File: src/rtl/reg_bank_arbiter_pkg.sv
// rtl/reg_bank_arbiter_pkg.sv - shared encodings and defaults for reg_bank_arbiter
// Build option REGARB_FIXED_PRIO_EN is consumed by rr_pick2.
package reg_bank_arbiter_pkg;

  localparam int ADDR_W_DEF = 5;
  localparam int DATA_W_DEF = 32;

  typedef enum logic [1:0] {
    ST_IDLE   = 2'd0,
    ST_ACCESS = 2'd1,
    ST_DONE   = 2'd2
  } state_t;

  localparam logic REQ_ID_CORE = 1'b0;
  localparam logic REQ_ID_DBG  = 1'b1;

endpackage

File: src/rtl/reg_bank_arbiter_rr_pick2.sv
// rtl/reg_bank_arbiter_rr_pick2.sv - two-way round-robin chooser (pure combinational)
// REGARB_FIXED_PRIO_EN: requester 0 always wins a tie and last is ignored.
module rr_pick2
  import reg_bank_arbiter_pkg::*;
(
  input  logic [1:0] req,
  input  logic       last,
  output logic       gnt_valid,
  output logic       gnt_id
);

`ifdef REGARB_FIXED_PRIO_EN
  logic unused_last;
  assign unused_last = last;

  always_comb begin
    gnt_valid = |req;
    gnt_id    = req[0] ? REQ_ID_CORE : REQ_ID_DBG;
  end
`else
  always_comb begin
    gnt_valid = |req;
    gnt_id    = REQ_ID_CORE;
    // On a tie the requester not granted last time goes next.
    if (req == 2'b11)
      gnt_id = ~last;
    else if (req[1])
      gnt_id = REQ_ID_DBG;
  end
`endif

endmodule

File: src/rtl/reg_bank_arbiter.sv
// rtl/reg_bank_arbiter.sv - serialises two requesters onto one combinational register bank
// Tie-breaking is round-robin unless REGARB_FIXED_PRIO_EN is defined (see rr_pick2).
module reg_bank_arbiter
  import reg_bank_arbiter_pkg::*;
#(
  parameter int ADDR_W = ADDR_W_DEF,
  parameter int DATA_W = DATA_W_DEF
) (
  input  logic              CLK,
  input  logic              RST,
  input  logic              REQ0,
  input  logic              REQ1,
  input  logic              WE0,
  input  logic              WE1,
  input  logic [ADDR_W-1:0] RA1_0,
  input  logic [ADDR_W-1:0] RA2_0,
  input  logic [ADDR_W-1:0] RA1_1,
  input  logic [ADDR_W-1:0] RA2_1,
  input  logic [ADDR_W-1:0] WA0,
  input  logic [ADDR_W-1:0] WA1,
  input  logic [DATA_W-1:0] WD0,
  input  logic [DATA_W-1:0] WD1,
  output logic              ACK0,
  output logic              ACK1,
  output logic [DATA_W-1:0] RD1_0,
  output logic [DATA_W-1:0] RD2_0,
  output logic [DATA_W-1:0] RD1_1,
  output logic [DATA_W-1:0] RD2_1,
  output logic [ADDR_W-1:0] AR1,
  output logic [ADDR_W-1:0] AR2,
  output logic [ADDR_W-1:0] AW,
  output logic              REG_WRITE,
  output logic [DATA_W-1:0] DIN,
  input  logic [DATA_W-1:0] DR1,
  input  logic [DATA_W-1:0] DR2
);

  state_t state;
  logic   last;
  logic   win;
  logic   l_we;
  logic   gnt_valid;
  logic   gnt_id;

  logic              sel_we;
  logic [ADDR_W-1:0] sel_ra1;
  logic [ADDR_W-1:0] sel_ra2;
  logic [ADDR_W-1:0] sel_wa;
  logic [DATA_W-1:0] sel_wd;

  rr_pick2 u_pick (
    .req       ({REQ1, REQ0}),
    .last      (last),
    .gnt_valid (gnt_valid),
    .gnt_id    (gnt_id)
  );

  always_comb begin
    sel_we  = WE0;
    sel_ra1 = RA1_0;
    sel_ra2 = RA2_0;
    sel_wa  = WA0;
    sel_wd  = WD0;
    if (gnt_id == REQ_ID_DBG) begin
      sel_we  = WE1;
      sel_ra1 = RA1_1;
      sel_ra2 = RA2_1;
      sel_wa  = WA1;
      sel_wd  = WD1;
    end
  end

  // The bank-facing address/data registers double as the latched request,
  // so they hold their value outside ACCESS and never glitch the bank.
  always_ff @(posedge CLK or posedge RST) begin
    if (RST) begin
      state     <= ST_IDLE;
      last      <= REQ_ID_DBG;
      win       <= REQ_ID_CORE;
      l_we      <= 1'b0;
      ACK0      <= 1'b0;
      ACK1      <= 1'b0;
      RD1_0     <= '0;
      RD2_0     <= '0;
      RD1_1     <= '0;
      RD2_1     <= '0;
      AR1       <= '0;
      AR2       <= '0;
      AW        <= '0;
      DIN       <= '0;
      REG_WRITE <= 1'b0;
    end else begin
      case (state)
        ST_IDLE: begin
          if (gnt_valid) begin
            win       <= gnt_id;
            l_we      <= sel_we;
            AR1       <= sel_ra1;
            AR2       <= sel_ra2;
            AW        <= sel_wa;
            DIN       <= sel_wd;
            REG_WRITE <= sel_we && (sel_wa != '0);
            state     <= ST_ACCESS;
          end
        end
        ST_ACCESS: begin
          REG_WRITE <= 1'b0;
          if (!l_we) begin
            if (win == REQ_ID_DBG) begin
              RD1_1 <= DR1;
              RD2_1 <= DR2;
            end else begin
              RD1_0 <= DR1;
              RD2_0 <= DR2;
            end
          end
          ACK0  <= (win == REQ_ID_CORE);
          ACK1  <= (win == REQ_ID_DBG);
          state <= ST_DONE;
        end
        ST_DONE: begin
          ACK0  <= 1'b0;
          ACK1  <= 1'b0;
          last  <= win;
          state <= ST_IDLE;
        end
        default: begin
          REG_WRITE <= 1'b0;
          state     <= ST_IDLE;
        end
      endcase
    end
  end

endmodule

File: config.mk
export PLATFORM = sky130hd
export DESIGN_NAME = reg_bank_arbiter
export DESIGN_NICKNAME = d
export VERILOG_FILES = /design/src/rtl/reg_bank_arbiter_pkg.sv /design/src/rtl/reg_bank_arbiter_rr_pick2.sv /design/src/rtl/reg_bank_arbiter.sv
export SDC_FILE = /design/constraint.sdc
export NUM_CORES = 1
export LEC_CHECK = 0
export BUFFER_PORTS_ARGS = -buffer_cell sky130_fd_sc_hd__buf_2
export CAP_MARGIN = 0
export CORE_AREA = 3 3 133 135
export DETAILED_ROUTE_END_ITERATION = 16
export DIE_AREA = 0 0 136 138
export GPL_TIMING_DRIVEN = 0
export PLACE_DENSITY_LB_ADDON = 0.1
export REMOVE_ABC_BUFFERS = 1
export SETUP_SLACK_MARGIN = 0.2
export SYNTH_ARGS = -nofsm -noshare
export SYNTH_HDL_FRONTEND = slang
export SYNTH_SLANG_ARGS = --single-unit
File: constraint.sdc
create_clock -name CLK -period 13.5 [get_ports CLK]
set_input_delay 2.025 -clock CLK [delete_from_list [all_inputs] [get_ports CLK]]
set_output_delay 2.025 -clock CLK [all_outputs]
set_load 0.02 [all_outputs]
==> results.tsv, run 1 <==
stage	metric	value	unit
sta	hold_ws	0.476	ns
global_routing	largest net degree at the start of global routing	102	
pwr	Seq pwr share	36.2	%
detailed_routing	Post-route DRC	0	
global_routing	initial antenna violation count	1	
critical_path	Crit Path Max Fanout	23	
finish	area delta synth->final	36.1	%
clock_network	Clk pin slew, worst setup/hold paths	0.06	ns
pwr	worst vdd ir	0.110	mV
critical_path	Setup crit end kind	flip-flop	
pwr	clock power share	17.8	%
detailed_routing	Routed Antenna Nets	0	
pwr	internal power	1620	uW
finish	Reg area	4580	um2
placement	RePlAce Congestion	0.787	
finish	final instance area	9990	um2
floorplanning	die height	138	um
clock_network	CTS resizes	0	
sta	Worst slew margin	55.8	%
synthesis	Post-Synthesis Cell Area	7340	um2
clock_network	Clock Path Buffers	2	
pwr	Leak Pwr	0.00498	uW
global_routing	GRT Overall Usage	20.6	%
floorplanning	die area	18800	um2
sta	setup tns final	0	ns
sta	Layout Skew	0.00776	ns
synthesis	synth top area cells	dfrtp_1, mux2_2, mux2i_1	
worst_hold_path	HP Class	flip-flop to flip-flop	
synthesis	largest family of logic cells by synthesized area	multiplexers	
synthesis	post-synth top area share	62.0	%
detailed_routing	mean routed wirelength per cell	17.7	um
sta	Final period util	23.7	%
synthesis	compound-cell area share of the yosys netlist	4.14	%
finish	Antenna diodes	0	
critical_path	kind of critical path	input port to flip-flop	
sta	final number of hold-violating endpoints	0	
synthesis	post-synthesis mux area share	26.6	%
pwr	Net Sw Frac	39.5	%
clock_network	Num CTS Buffers	17	
global_routing	met3 Use GR	8.65	%
sta	Worst Max-Slew Pin Slew	0.660	ns
finish	fillers	1420	
global_routing	vias in the first global route	5777	
floorplanning	Core Box Area	16600	um2
finish	most common cell after layout, fill and taps aside	buf_2	
synthesis	Mapped Avg Cell Area	14.3	um2
floorplanning	DIE WIDTH	136	um
finish	most frequent cells in the layout	buf_2, dfrtp_1, mux2_2	
synthesis	area leader, netlist	dfrtp_1	
critical_path	CP required	13.80	ns
global_routing	global routing's busiest layer	met2	
floorplanning	# IOs	342	
critical_path	Startpoint Class	input port	
sta	final max-slew violation count	0	
clock_network	Post-CTS Setup Inserts	0	
finish	layout cells sized above 1	60.3	%
sta	RSZ-0062 raised after global routing	no	
critical_path	worst endpoint data arrival time	3.50	ns
sta	max frequency	313	MHz
clock_network	# hold bufs at CTS	0	
global_routing	met2 Use GR	37.6	%
placement	# port buffers	341	
synthesis	post-synthesis xor/xnor area fraction	0	%
clock_network	H-tree lvl count	4	
finish	Multi-input gate area	2570	um2
flow_run	Max Cap Viol	0	
synthesis	Adder-Cell Fraction of Synth Area	0.511	%
outcome	status	completed	
placement	placed cell areas	9410	um2
clock_network	TritonCTS clock tree	built	
sta	final setup fails	0	
detailed_routing	Vias/cell	4.82	
synthesis	Netlist cell types	25	
detailed_routing	final WL	19300	um
synthesis	Synth Instances	513	
pwr	Power Total	2670	uW
clock_network	worst skew pair latency	0.42	ns
global_routing	met1 Use GR	20.9	%
pwr	sw power	1060	uW
pwr	Comb power frac	46.0	%
placement	DP HPWL	15400	um
synthesis	simple-gate share of the synthesized area	3.44	%
global_routing	first-pass GRT wire length	30100	um
pwr	power density cells	268	nW/um2
floorplanning	row cnt	47	
synthesis	part of the Yosys area used for sequential elements	62.4	%
detailed_routing	Iteration-0 DRC Markers	166	
synthesis	Yosys Warn Count	0	
clock_network	clk sinks	183	
detailed_routing	Pre-antenna DRT Iters	4	
global_routing	GR Overflow Total	0	
sta	Final min period	3.20	ns
finish	Final #Nets	1025	
placement	dpl cells	1059	
floorplanning	Starting Density	44.3	%
finish	Layout Cells excl Fill	1090	
detailed_routing	DR vias	5258	
clock_network	Clock Tree Root	clkbuf_16	
synthesis	Yosys reg bits	183	
==> power groups by stage <==
| stage | Combinational [uW] | Sequential (uW) | Clock (uW) |
|---|---|---|---|
| global placement | 1220 | 959 | 0 |
| CTS | 1250 | 970 | 490 |
| detailed placement | 1250 | 974 | 0 |
| global route | 1320 | 1000 | 516 |
| finish | 1230 | 966 | 477 |
| floorplan | 444 | 1310 | 0 |
==> cell families after synthesis <==
logic type / after synthesis
multiplexers: 179
AO/OA/AOI/OAI: 55
buffers and inverters: 34
flip-flops: 183
AND/OR/NAND/NOR: 59
adder cells (fa/ha/maj): 3
==> critical path, stage by stage <==
cell and delay (ns):
buf_2 0.14, a21boi_4 0.50, buf_16 0.25, buf_12 0.21, mux2i_1 0.25, o21ai_0 0.10
==> flip-flops by register name (all words and copies together), names as in the netlist <==
signal	flops
DIN	32
RD1_0	32
RD1_1	32
RD2_0	32
RD2_1	32
AR1	5
AR2	5
AW	5
state	2
ACK0	1
ACK1	1
REG_WRITE	1
l_we	1
last	1
win	1
==> layer usage <==
metal	part of all wire [%]	routed length (um)	vias to the layer above
met5	0.083	16	-
met4	2.1	404	2
met3	11	2040	31
met2	53	10200	227
met1	35	6670	2515
li1	-	-	2483
==> path summary, 6_finish.rpt <==
path                                      start                    end  slack (ns)  cells after the start
min in group asynchronous                   RST  RD2_0[19]$_DFFE_PP0P_        1.68                      2
max in group asynchronous                   RST    DIN[25]$_DFFE_PP0P_       10.95                      3
min reg2reg                 DIN[27]$_DFFE_PP0P_    DIN[27]$_DFFE_PP0P_        0.48                      2
max                                        REQ1    DIN[12]$_DFFE_PP0P_       10.30                      6
max reg2reg                state[1]$_DFFE_PP0N_   RD1_0[1]$_DFFE_PP0P_       11.15                      7
min                         DIN[27]$_DFFE_PP0P_    DIN[27]$_DFFE_PP0P_        0.48                      2
==> cell type report <==
cell class	instances	share of cell area, %
Clock buffer	22	4.85
Clock inverter	9	0.914
Inverter	4	0.225
Multi-Input combinational cell	296	25.7
Sequential cell	183	45.9
Tap cell	220	2.76
Timing Repair Buffer	356	19.7
==> through the flow <==
step	setup WS, ns	util, %
after floorplan	6.50	-
after global placement	4.47	55.0
after detailed placement	9.86	56.8
after CTS	10.31	60.2
after global routing	10.21	60.2
final	10.30	60.2
==> synth_stat cells <==
cell type  number
buf_4           6
buf_6           6
o21ai_2         1
or2_2           1
o21ai_1        15
mux2_2        131
a21boi_2        1
mux2i_1        48
dfstp_2         1
or4_1           1
nand2_1        48
o41ai_2         1
nor2_1          2
dfrtp_1       182
inv_1           4
nand3b_1        2
clkbuf_1        6
nor3b_1         2
o21ai_0        35
buf_2          12
and3_4          1
a22o_1          1
ha_1            3
o31a_1          1
nor3_1          2
No activity file was read; power rests on OpenSTA's default activity.
==> run 2, diff against run 1 <==
- ABC_AREA: default -> 1
- CORE_AREA: 3 3 133 135 -> default
- CORE_ASPECT_RATIO: default -> 1.5
- CORE_MARGIN: default -> 3
- CORE_UTILIZATION: default -> 42
- DIE_AREA: 0 0 136 138 -> default
- clock period: 13.5 -> 2.6 ns (I/O delays scaled with it)
==> run 2 against run 1 <==
  * Count of clock-buffer cells in the layout shrank 3
  * Critical path depth grew 2
  * Global-route usage grew 1.5 points
  * Synthesized cell count grew 54%
  * Worst setup slack lost 9.9 ns
  * Register-to-register slack lost 11 ns
  * Utilization shrank 2.2 points
  * Sequential power grew to 5.2 times the previous value
  * Largest cell class unchanged
  * Clock power grew to 5.8 times the previous value
  * Design area shrank 2.2%
  * Clock skew grew 0.0031 ns
  * Highest routed layer is now met4
==> results.tsv, run 2 <==
stage	metric	value	unit	change
floorplanning	row cnt	58		+23%
floorplanning	DIE WIDTH	113	um	-17%
pwr	worst vdd ir	0.671	mV	+510%
global_routing	vias in the first global route	6284		+8.8%
placement	dpl cells	1299		+23%
detailed_routing	Vias/cell	4.68		-2.9%
clock_network	Clk pin slew, worst setup/hold paths	0.07	ns	about the same
synthesis	Yosys Warn Count	0		unchanged
pwr	Leak Pwr	0.00538	uW	+8.1%
finish	layout cells sized above 1	34.4	%	-26 points
global_routing	largest net degree at the start of global routing	96		-5.9%
critical_path	Startpoint Class	flip-flop		
detailed_routing	Iteration-0 DRC Markers	371		+120%
finish	Final #Nets	1276		+24%
synthesis	most frequent cells after synthesis	nand2_1, dfrtp_1, o21ai_0		
sta	hold_ws	0.0440	ns	-0.432 ns
detailed_routing	mean routed wirelength per cell	15.5	um	-12%
finish	most common cell after layout, fill and taps aside	buf_2		
synthesis	Yosys reg bits	183		unchanged
floorplanning	Starting Density	43.0	%	-1.2 points
synthesis	Synth Instances	791		+54%
synthesis	Mapped Avg Cell Area	9.16	um2	-36%
pwr	Comb power frac	43.4	%	-2.6 points
synthesis	Post-synth EDFFs	0		unchanged
detailed_routing	Post-route DRC	0		unchanged
synthesis	post-synth top area share	62.8	%	+0.80 points
detailed_routing	DR vias	6244		+19%
critical_path	worst endpoint data arrival time	2.52	ns	-0.98 ns
synthesis	Post-Synthesis Cell Area	7250	um2	-1.3%
clock_network	worst skew pair latency	0.42	ns	about the same
floorplanning	die height	167	um	+21%
clock_network	TritonCTS clock tree	built		
floorplanning	Core Box Area	16800	um2	+1.5%
synthesis	area leader, netlist	dfrtp_1		
detailed_routing	final WL	20700	um	+7.4%
synthesis	synth top area cells	dfrtp_1, o21ai_0, nand2_1		
sta	max frequency	452	MHz	
detailed_routing	Routed Antenna Nets	0		unchanged
clock_network	Clock Path Buffers	2		unchanged
finish	most frequent cells in the layout	buf_2, nand2_1, dfrtp_1		
clock_network	Num CTS Buffers	17		unchanged
placement	DP HPWL	14600	um	-5.1%
synthesis	top-count cell post-synth	nand2_1		
detailed_routing	Pre-antenna DRT Iters	5		+1
synthesis	part of the Yosys area used for sequential elements	63.2	%	+0.81 points
sta	final number of hold-violating endpoints	0		unchanged
clock_network	H-tree lvl count	4		unchanged
flow_run	Max Cap Viol	0		unchanged
synthesis	Netlist cell types	22		-12%
global_routing	GR Overflow Total	0		unchanged
global_routing	first-pass GRT wire length	33100	um	+10%
sta	Worst Slack Setup Final	0.390	ns	-9.91 ns
placement	# port buffers	341		unchanged
finish	area delta synth->final	34.9	%	
pwr	internal power	7850	uW	+390%
pwr	clock power share	20.2	%	+2.4 points
critical_path	CP required	2.91	ns	-10.89 ns
clock_network	clk sinks	183		unchanged
sta	Worst Max-Slew Pin Slew	0.999	ns	+0.338 ns
critical_path	kind of critical path	flip-flop to flip-flop		
sta	Final min period	2.21	ns	
global_routing	GRT Overall Usage	22.1	%	+1.5 points
floorplanning	# IOs	342		unchanged
synthesis	FFs w/ async S/R, synth	100	%	unchanged
global_routing	initial antenna violation count	2		+1
pwr	Seq pwr share	36.4	%	+0.2 points
sta	Layout Skew	0.0108	ns	+0.00305 ns
sta	Worst slew margin	33.4	%	-22 points
clock_network	Clock Tree Root	clkbuf_16		
placement	RePlAce Congestion	0.774		-1.7%
sta	final setup fails	0		unchanged
sta	RSZ-0062 raised after global routing	no		
critical_path	Crit Path Max Fanout	50		+120%
pwr	sw power	5910	uW	+460%
placement	pre-CTS WS	-0.129	ns	-9.99 ns
finish	final instance area	9770	um2	-2.2%
finish	Layout Cells excl Fill	1333		+22%
synthesis	Post-synth top flop	dfrtp_1		
sta	Final period util	85.0	%	
outcome	status	completed		
critical_path	Setup crit end kind	flip-flop		
placement	placed cell areas	9130	um2	-3.1%
sta	final max-slew violation count	0		unchanged
pwr	Net Sw Frac	42.9	%	+3.4 points
worst_hold_path	HP Class	input port to async pin		
floorplanning	die area	18900	um2	+0.70%
pwr	power density cells	1410	nW/um2	+430%
==> run 2: cell types whose count changed after synthesis, sizes merged, moves of 5 or more <==
cell / before / now
clkbuf: 6 / 21
inv: 4 / 82
mux2: 131 / 0
mux2i: 48 / 0
nand2: 48 / 196
nand3: 0 / 5
nor2: 2 / 45
o21ai: 51 / 222
==> run 2: final cells by class <==
class / instances / area, um2
Fill cell: 1602 / 7060
Sequential cell: 183 / 4580
Multi-Input combinational cell: 481 / 2190
Timing Repair Buffer: 344 / 1790
Clock buffer: 19 / 443
Inverter: 82 / 318
Tap cell: 210 / 263
Clock inverter: 12 / 188
Antenna cell: 2 / 5.00
==> run 2: layer usage <==
layer  vias up  GRT usage [%]  wire (um)
li1       3157              -          -
met1      2799           25.5       7930
met2       261           38.1      10500
met3        27           7.45       1900
met4         0           7.32        414
met5         -              0          0
==> run 2: path summary, 6_finish.rpt <==
kind                                 startpoint                    end  slack (ns)  cells after the start
setup reg to reg               last$_DFFE_PP1P_  REG_WRITE$_DFFE_PP0P_        0.39                      8
hold / removal                              RST   RD1_1[8]$_DFFE_PP0P_        0.04                      2
max in group asynchronous                   RST  RD1_1[30]$_DFFE_PP0P_        1.67                      3
setup / recovery               last$_DFFE_PP1P_  REG_WRITE$_DFFE_PP0P_        0.39                      8
min in group CLK                        WD1[10]    DIN[10]$_DFFE_PP0P_        0.22                      3
hold reg to reg            RD2_1[3]$_DFFE_PP0P_   RD2_1[3]$_DFFE_PP0P_        0.48                      2
==> run 2: stage by stage <==
step	TNS [ns]	utilization, %	total power [uW]
detailed placement	-0.392	54.2	11100
global placement	-1184.91	53.5	11000
finish	0	58.1	13800
floorplan	-584.05	-	8710
global route	0	58.1	14800
CTS	0	58.0	13900
==> run 2: timing repair <==
item,4_1_cts,5_1_grt
cloned,1,0
gates resized for setup,1,2
hold buffers,0,0
setup buffers,0,0
pin swaps,1,0
setup endpoints to repair,50,7
==> run 2: power by group through the flow <==
stage | Clock, uW | Combinational (uW) | Sequential, uW
2_1_floorplan | 0 | 1960 | 6750
3_3_place_gp | 0 | 6010 | 5010
3_5_place_dp | 0 | 6060 | 5020
4_1_cts | 2840 | 6090 | 5000
5_1_grt | 2970 | 6620 | 5180
6_report | 2780 | 5970 | 5000
==> run 2: cells by family (layout without fill, tap and decap cells) <==
kind of cell / Yosys count / count (layout) / synth area share (%)
compound gates: 227 / 227 / 15.8
fa+ha+maj: 3 / 3 / 0.518
buf+inv: 128 / 457 / 7.10
flops: 183 / 183 / 63.2
other cells: 0 / 2 / 0
simple gates: 250 / 251 / 13.4
==> run 2: worst max-delay path, cell delays in order, from the launching register on <==
cell	delay [ns]
dfstp_2	0.54
nand2_2	0.11
nand2_4	0.44
inv_2	0.46
nand2_1	0.15
nand2_1	0.11
nand2_1	0.08
o21bai_1	0.10
nand2_1	0.06
